==> config.mk <==
export PLATFORM = sky130hd
export DESIGN_NAME = op_ctrl
export DESIGN_NICKNAME = d
export VERILOG_FILES = /design/src/rtl/ctrl_pkg.sv /design/src/rtl/op_decode.sv /design/src/rtl/op_ctrl.sv
export SDC_FILE = /design/constraint.sdc
export NUM_CORES = 1
export LEC_CHECK = 0
export CAP_MARGIN = 15
export CORE_MARGIN = 1.5
export CORE_UTILIZATION = 50
export CTS_CLUSTER_SIZE = 16
export DETAILED_ROUTE_END_ITERATION = 10
export DONT_BUFFER_PORTS = 1
export GPL_TIMING_DRIVEN = 0
export HOLD_SLACK_MARGIN = 0.12
export PLACE_DENSITY = 0.64
export SLEW_MARGIN = 10
export SYNTH_ARGS = -nofsm -noshare
export SYNTH_HDL_FRONTEND = slang
export SYNTH_SLANG_ARGS = --single-unit
==> constraint.sdc <==
create_clock -name clock -period 2.32 [get_ports clock]
set_input_delay 0.116 -clock clock [delete_from_list [all_inputs] [get_ports clock]]
set_output_delay 0.116 -clock clock [all_outputs]
set_load 0.005 [all_outputs]
==> src/rtl/ctrl_pkg.sv <==
// Shared opcode/funct encodings and FSM state encoding for the op_aut control path.
package ctrl_pkg;
  localparam logic [5:0] OP_RTYPE = 6'h00;
  localparam logic [5:0] OP_BEQ   = 6'h04;
  localparam logic [5:0] OP_BNE   = 6'h05;
  localparam logic [5:0] OP_ADDI  = 6'h08;
  localparam logic [5:0] OP_SLTI  = 6'h0A;
  localparam logic [5:0] OP_ANDI  = 6'h0C;
  localparam logic [5:0] OP_ORI   = 6'h0D;
  localparam logic [5:0] OP_HALT  = 6'h3F;

  localparam logic [5:0] F_ADD = 6'h20;
  localparam logic [5:0] F_SUB = 6'h22;
  localparam logic [5:0] F_AND = 6'h24;
  localparam logic [5:0] F_OR  = 6'h25;
  localparam logic [5:0] F_SLT = 6'h2A;

  localparam logic [5:0] ALU_NOP = 6'h00;

  typedef enum logic [2:0] {
    ST_IDLE = 3'd0,
    ST_WARM = 3'd1,
    ST_RUN  = 3'd2,
    ST_HALT = 3'd3,
    ST_STEP = 3'd4,
    ST_TRAP = 3'd5
  } state_t;
endpackage

==> src/rtl/op_decode.sv <==
// Combinational instruction decode: opcode/funct/zero to datapath selects.
// Illegal encodings decode to all-zero selects with legal=0.
module op_decode
  import ctrl_pkg::*;
(
  input  logic [5:0] opcode,
  input  logic [5:0] funct,
  input  logic       zero,
  output logic       rd_mux_s,
  output logic       op2_mux_s,
  output logic [5:0] alu_funct,
  output logic       branch_mux_s,
  output logic       wr,
  output logic       legal,
  output logic       is_halt
);
  always_comb begin
    rd_mux_s     = 1'b0;
    op2_mux_s    = 1'b0;
    alu_funct    = ALU_NOP;
    branch_mux_s = 1'b0;
    wr           = 1'b0;
    legal        = 1'b0;
    is_halt      = 1'b0;
    case (opcode)
      OP_RTYPE: begin
        if (funct == F_ADD || funct == F_SUB || funct == F_AND ||
            funct == F_OR  || funct == F_SLT) begin
          rd_mux_s  = 1'b1;
          alu_funct = funct;
          wr        = 1'b1;
          legal     = 1'b1;
        end
      end
      OP_ADDI, OP_SLTI, OP_ANDI, OP_ORI: begin
        op2_mux_s = 1'b1;
        wr        = 1'b1;
        legal     = 1'b1;
        case (opcode)
          OP_SLTI: alu_funct = F_SLT;
          OP_ANDI: alu_funct = F_AND;
          OP_ORI:  alu_funct = F_OR;
          default: alu_funct = F_ADD;
        endcase
      end
      OP_BEQ, OP_BNE: begin
        alu_funct    = F_SUB;
        branch_mux_s = (opcode == OP_BEQ) ? zero : ~zero;
        legal        = 1'b1;
      end
      OP_HALT: begin
        legal   = 1'b1;
        is_halt = 1'b1;
      end
      default: ;
    endcase
  end
endmodule

==> src/rtl/op_ctrl.sv <==
// Run-control FSM for op_aut: start-up, run, halt, single-step and sticky trap.
// Decode outputs are same-cycle and forced to zero outside RUN/STEP.
module op_ctrl
  import ctrl_pkg::*;
#(
  parameter int STARTUP_CYCLES = 2,
  parameter int RETIRE_W       = 32
) (
  input  logic                clock,
  input  logic                reset,
  input  logic                start,
  input  logic                stop,
  input  logic                step,
  input  logic [5:0]          opcode,
  input  logic [5:0]          funct,
  input  logic                zero,
  output logic                pc_en,
  output logic                write,
  output logic                rd_mux_s,
  output logic                op2_mux_s,
  output logic [5:0]          alu_funct,
  output logic                branch_mux_s,
  output logic [2:0]          state,
  output logic [RETIRE_W-1:0] retired
);
  localparam int WW = (STARTUP_CYCLES > 1) ? $clog2(STARTUP_CYCLES) : 1;

  state_t                r_state;
  logic [WW-1:0]         r_warm;
  logic [RETIRE_W-1:0]   r_retired;

  logic       w_exec;
  logic       w_rd_mux_s;
  logic       w_op2_mux_s;
  logic [5:0] w_alu_funct;
  logic       w_branch_mux_s;
  logic       w_wr;
  logic       w_legal;
  logic       w_is_halt;

  op_decode u_decode (
    .opcode       (opcode),
    .funct        (funct),
    .zero         (zero),
    .rd_mux_s     (w_rd_mux_s),
    .op2_mux_s    (w_op2_mux_s),
    .alu_funct    (w_alu_funct),
    .branch_mux_s (w_branch_mux_s),
    .wr           (w_wr),
    .legal        (w_legal),
    .is_halt      (w_is_halt)
  );

  // Reset drives the state to IDLE asynchronously, so every gated output drops with it.
  assign w_exec       = (r_state == ST_RUN) || (r_state == ST_STEP);
  assign pc_en        = w_exec & w_legal & ~w_is_halt;
  assign write        = w_exec & w_wr;
  assign rd_mux_s     = w_exec & w_rd_mux_s;
  assign op2_mux_s    = w_exec & w_op2_mux_s;
  assign branch_mux_s = w_exec & w_branch_mux_s;
  assign alu_funct    = w_exec ? w_alu_funct : ALU_NOP;
  assign state        = r_state;
  assign retired      = r_retired;

  always_ff @(posedge clock or negedge reset) begin
    if (!reset) begin
      r_state   <= ST_IDLE;
      r_warm    <= '0;
      r_retired <= '0;
    end else begin
      if (pc_en) r_retired <= r_retired + RETIRE_W'(1);
      case (r_state)
        ST_IDLE: if (start) begin
          r_state <= ST_WARM;
          r_warm  <= '0;
        end
        ST_WARM: begin
          r_warm <= r_warm + WW'(1);
          if (r_warm == WW'(STARTUP_CYCLES - 1)) r_state <= ST_RUN;
        end
        ST_RUN: begin
          if (!w_legal)                r_state <= ST_TRAP;
          else if (w_is_halt || stop)  r_state <= ST_HALT;
        end
        ST_HALT: begin
          if (step)       r_state <= ST_STEP;
          else if (start) r_state <= ST_RUN;
        end
        ST_STEP: r_state <= w_legal ? ST_HALT : ST_TRAP;
        ST_TRAP: r_state <= ST_TRAP;
        default: r_state <= ST_IDLE;
      endcase
    end
  end
endmodule

Yosys cells after proc, flatten, opt, wreduce, memory -nomap -nowiden
Index checks and enable logic that the tools add are counted.

cells by class
  reductions and logical operators = 14
  multiplexer cells = 22
  equality and inequality tests = 21
  $add $sub $neg = 2
  bitwise operators = 8

operator list
  kind                   number
  $eq 6x6->1 const B     6
  $add 32x1->32 const B  1
  $eq 6x4->1 const B     4
  $mux 3                 7
  $pmux 3 s6             1
  $pmux 6 s3             1
  $eq 6x3->1 const B     2
  $mux 6                 2
  $pmux 4 s3             1
  $mux 1                 7
  $reduce_or 7->1        1
  $and 1x1->1            6
  $eq 3x2->1 const B     2
  $eq 3x3->1 const B     2
  $logic_not 6->1        1
  $logic_or 1x1->1       6
  $pmux 1 s2             3
  $ne 2x2->1 const B     2
  $reduce_and 4->1       1
  $reduce_or 4->1        1
  $eq 3x1->1 const B     1
  $logic_not 3->1        1
  $ne 3x2->1 const B     1
  $ne 3x3->1 const B     1
  5 further kinds        6

word-level totals
  word-level logic and storage cells = 70
  input bits = 18
  output and inout bits = 46
  register bits = 36

Depth between registers and ports, before layout
  depth in word-level cells = 9
  gate-level depth with buffers = 7
  depth with buffers taken out = 6

Cells and area by module
A second synthesis with hierarchy kept.

unflattened totals
  cells, all modules = 211
  area total of the unflattened synthesis = 2,107.0 um^2

by module, submodules not included
  module     seq. area each (um^2)  area each (um^2)  instances  cells an instance
  op_ctrl    900.9                  1,869.3           1          175
  op_decode  0.0                    237.7             1          36

Worst setup path after synthesis
Ideal clock, no wire load.

  path type = register to register
  from = reg r_retired[9], in the netlist retired[9]
  to = reg r_retired[24], in the netlist retired[24]
  cell stages (with the launch flop) = 7
  data arrival time = 1.653 ns
  buffers on the path = 0
  required time = 2.241 ns
  period minus slack after synthesis = 1.733 ns
  path slack = 0.587 ns
  setup time = 0.079 ns
  path through = dfrtp_1 and3_1 and3_1 nand3_1 or3_1 nor3_1 xor2_1

between the ends
  longest elaborated chain between the ends = 1

RTL lines
  what                    line           source
  from (decl)             op_ctrl.sv:30  logic [RETIRE_W-1:0] r_retired;
  from (signal assigned)  op_ctrl.sv:71  if (pc_en) r_retired <= r_retired + RETIRE_W'(1);
  $add 32x1->32           op_ctrl.sv:71

Every way passes these cells.
A chain may end at the register's enable or synchronous reset.

Worst setup path after layout
Ends and elaborated chain as after synthesis.

==> impl_metrics.tcl <==
set metrics [dict create \
    status "completed" \
    yosysSeqAreaShare_pct 43.80 \
    dpl.hpwl_mm 3.022 \
    synth_warnings 0 \
    syn2layout_area_growth_pct 10.89 \
    synth_edf_count 0 \
    fin_setup_tns_ns 0 \
    rrSetupSlack_ns 0.31 \
    hold_viol 0 \
    ir_drop_v 0.0003350 \
    cts_buffers 5 \
    avgSynthCellArea_um2 9.842 \
    antenna_found_initial 0 \
    drive_gt1_share_pct 13.57 \
    cts.sinks 36 \
    rows 23 \
    final_cells 271 \
    synth_top_cell_area_share_pct 43.80 \
    cp-startpoint "retired[9]" \
    vias_per_cell 5.808 \
    io_pins 64 \
    rr_startpoint "retired[9]" \
    path_class "register to register" \
    drc 0 \
    syn_area_um2 2057 \
    power_per_cell_area_nw_per_um2 688.0 \
    critical_path_required_ns 2.53 \
    grt_overflow 0 \
    async_flop_share_pct 100.0 \
    cp-end-kind "register" \
    synth_commonest_cells "36 x dfrtp_1, 20 x nor2_1, 16 x nand2_1, 16 x xnor2_1, 16 x xor2_1" \
    cts.htree.levels 2 \
    crit_arrival_ns 2.22 \
    core_um2 3971 \
    finalSetupViolCount 0 \
    io_buffers 0 \
    clock_latency_ns 0.29 \
    cts_buffer_depth 2 \
    synth.largest_area_cell "dfrtp_1" \
    clk_pin_slew_ns 0.08 \
    grt_usage_pct 19.33 \
    min_period_over_period_pct 86.56 \
    first_global_vias 1576 \
    wirelength_mm 4.127 \
    synthCells 209 \
    antenna_left 0 \
    yosysMostFrequentCell "dfrtp_1" \
    die-area_um2 4508 \
    skew_ns 0.007683 \
    ys_ff_latch 36 \
    fillCellCount 336 \
    hold_path.class "input pin to register" \
    diodes 0 \
    maxCapViolCount 0 \
    maxSlewViolCount 0 \
    synth_nets 228 \
    grt_max_degree 37 \
    cp_max_fo 6 \
    first_pass_iters 4 \
    cts_tree "done" \
    cts_resized 0 \
    die_height_um 67.14 \
    r2r_cells 6 \
    clockRootBuffer "clkbuf_8" \
    synth_ff_type "dfrtp_1" \
    fin_nets 239 \
    drt-initial-drc-count 47 \
    setup.worst_path.start_class "register" \
    crit_path_end "retired[24]" \
    dp_cells 259 \
    grt_pass1_wl_mm 6.651 \
    max_freq_ghz 0.4979 \
    wl_per_cell_um 15.23 \
    gp_congestion 0.7756 \
    leakage_nw 1.016 \
    vias 1574 \
    yosysUniqueCellTypes 44 \
    die_w_um 67.14 \
    r2r_end "retired[24]" \
    grt_setup_unrepaired "false" \
    start_util_pct 51.80 \
    synth_area_leaders "dfrtp_1 44%, xnor2_1 6.8%, xor2_1 6.8%" \
    finalCriticalPeriod_ns 2.008 \
]
==> per-layer routing <==
layer  share of wire, %  vias to the layer above  wire, um  track usage [%]
met1                 41                      762      1712            21.59
met3                7.1                        7       294            4.833
met5                  0                        -         0                0
met2                 50                       58      2057            35.02
met4                1.5                        0        63            7.653
li1                   -                      747         -                -
==> cell usage in the layout, fill, tap and decap left out, drive strengths merged, types with 10 or more instances in the layout <==
master	n
nand4	12
xnor2	16
dfrtp	36
xor2	16
nor3	13
nor2	20
nand3	15
and3	10
nand2	16
==> state kept, by name (all words and copies together) (netlist names) <==
signal,count
r_warm,1
retired,32
state,3
==> power by group <==
group	internal, mW	total, mW	switching, mW
combinational	0.121	0.271	0.150
sequential	0.674	0.746	0.0720
clock	0.318	0.552	0.234
==> worst min-delay path by stage <==
stage | end | start | cells after the start
final | state[0] | start | 3
after CTS | state[0] | start | 3
after global routing | state[2] | step | 3
after global placement | retired[31] | reset | 0
after detailed placement | retired[30] | reset | 0
after floorplan | r_warm | reset | 0
==> area by class of cell <==
cell class,count,area (um^2),share of cell area (%)
timing repair buffer,4,50.05,2.194
clock buffer,5,68.82,3.017
clock inverter,3,42.54,1.865
sequential,36,900.9,39.50
inverter,8,30.03,1.317
buffer,4,33.78,1.481
tap,50,62.56,2.743
multi-input combinational,161,1092,47.89
==> critical path, stage by stage, from the launching register on <==
cell and delay [ns]:
dfrtp_1 0.47, and3_1 0.21, and3_1 0.25, nand3_1 0.17, or3_1 0.45, nor3_1 0.21
xor2_1 0.16
==> repair_timing <==
action | CTS | global route
setup buffers | 0 | 0
hold buffers | 4 | 0
endpoints found under the hold margin | 38 | 0
==> kinds of logic (layout without fill, tap and decap cells) <==
group | count (synthesis) | after routing | share of synthesized area, %
AND/OR/NAND/NOR | 103 | 103 | 29.81
flip-flops | 36 | 36 | 43.80
XOR/XNOR | 32 | 32 | 13.62
AO/OA/AOI/OAI | 23 | 23 | 8.334
buffers and inverters | 12 | 24 | 3.102
adder cells (fa/ha/maj) | 1 | 1 | 0.6082
other | 1 | 1 | 0.1823
multiplexers | 1 | 1 | 0.5474
==> metrics by stage <==
stage                     hold slack, ns  total power [mW]  cell area (um^2)  util (%)  setup slack (ns)
after floorplan                  -0.1796            0.9562              2057         -            0.5875
after global placement           -0.1788            0.9948              2120     53.37            0.3894
after detailed placement         -0.1788             1.010              2120     53.37            0.3621
after CTS                         0.1245             1.580              2281     57.44            0.3173
after global routing              0.1709             1.656              2281     57.44            0.1847
final                             0.1371             1.569              2281     57.44            0.3118
No activity file was read; power rests on OpenSTA's default activity.
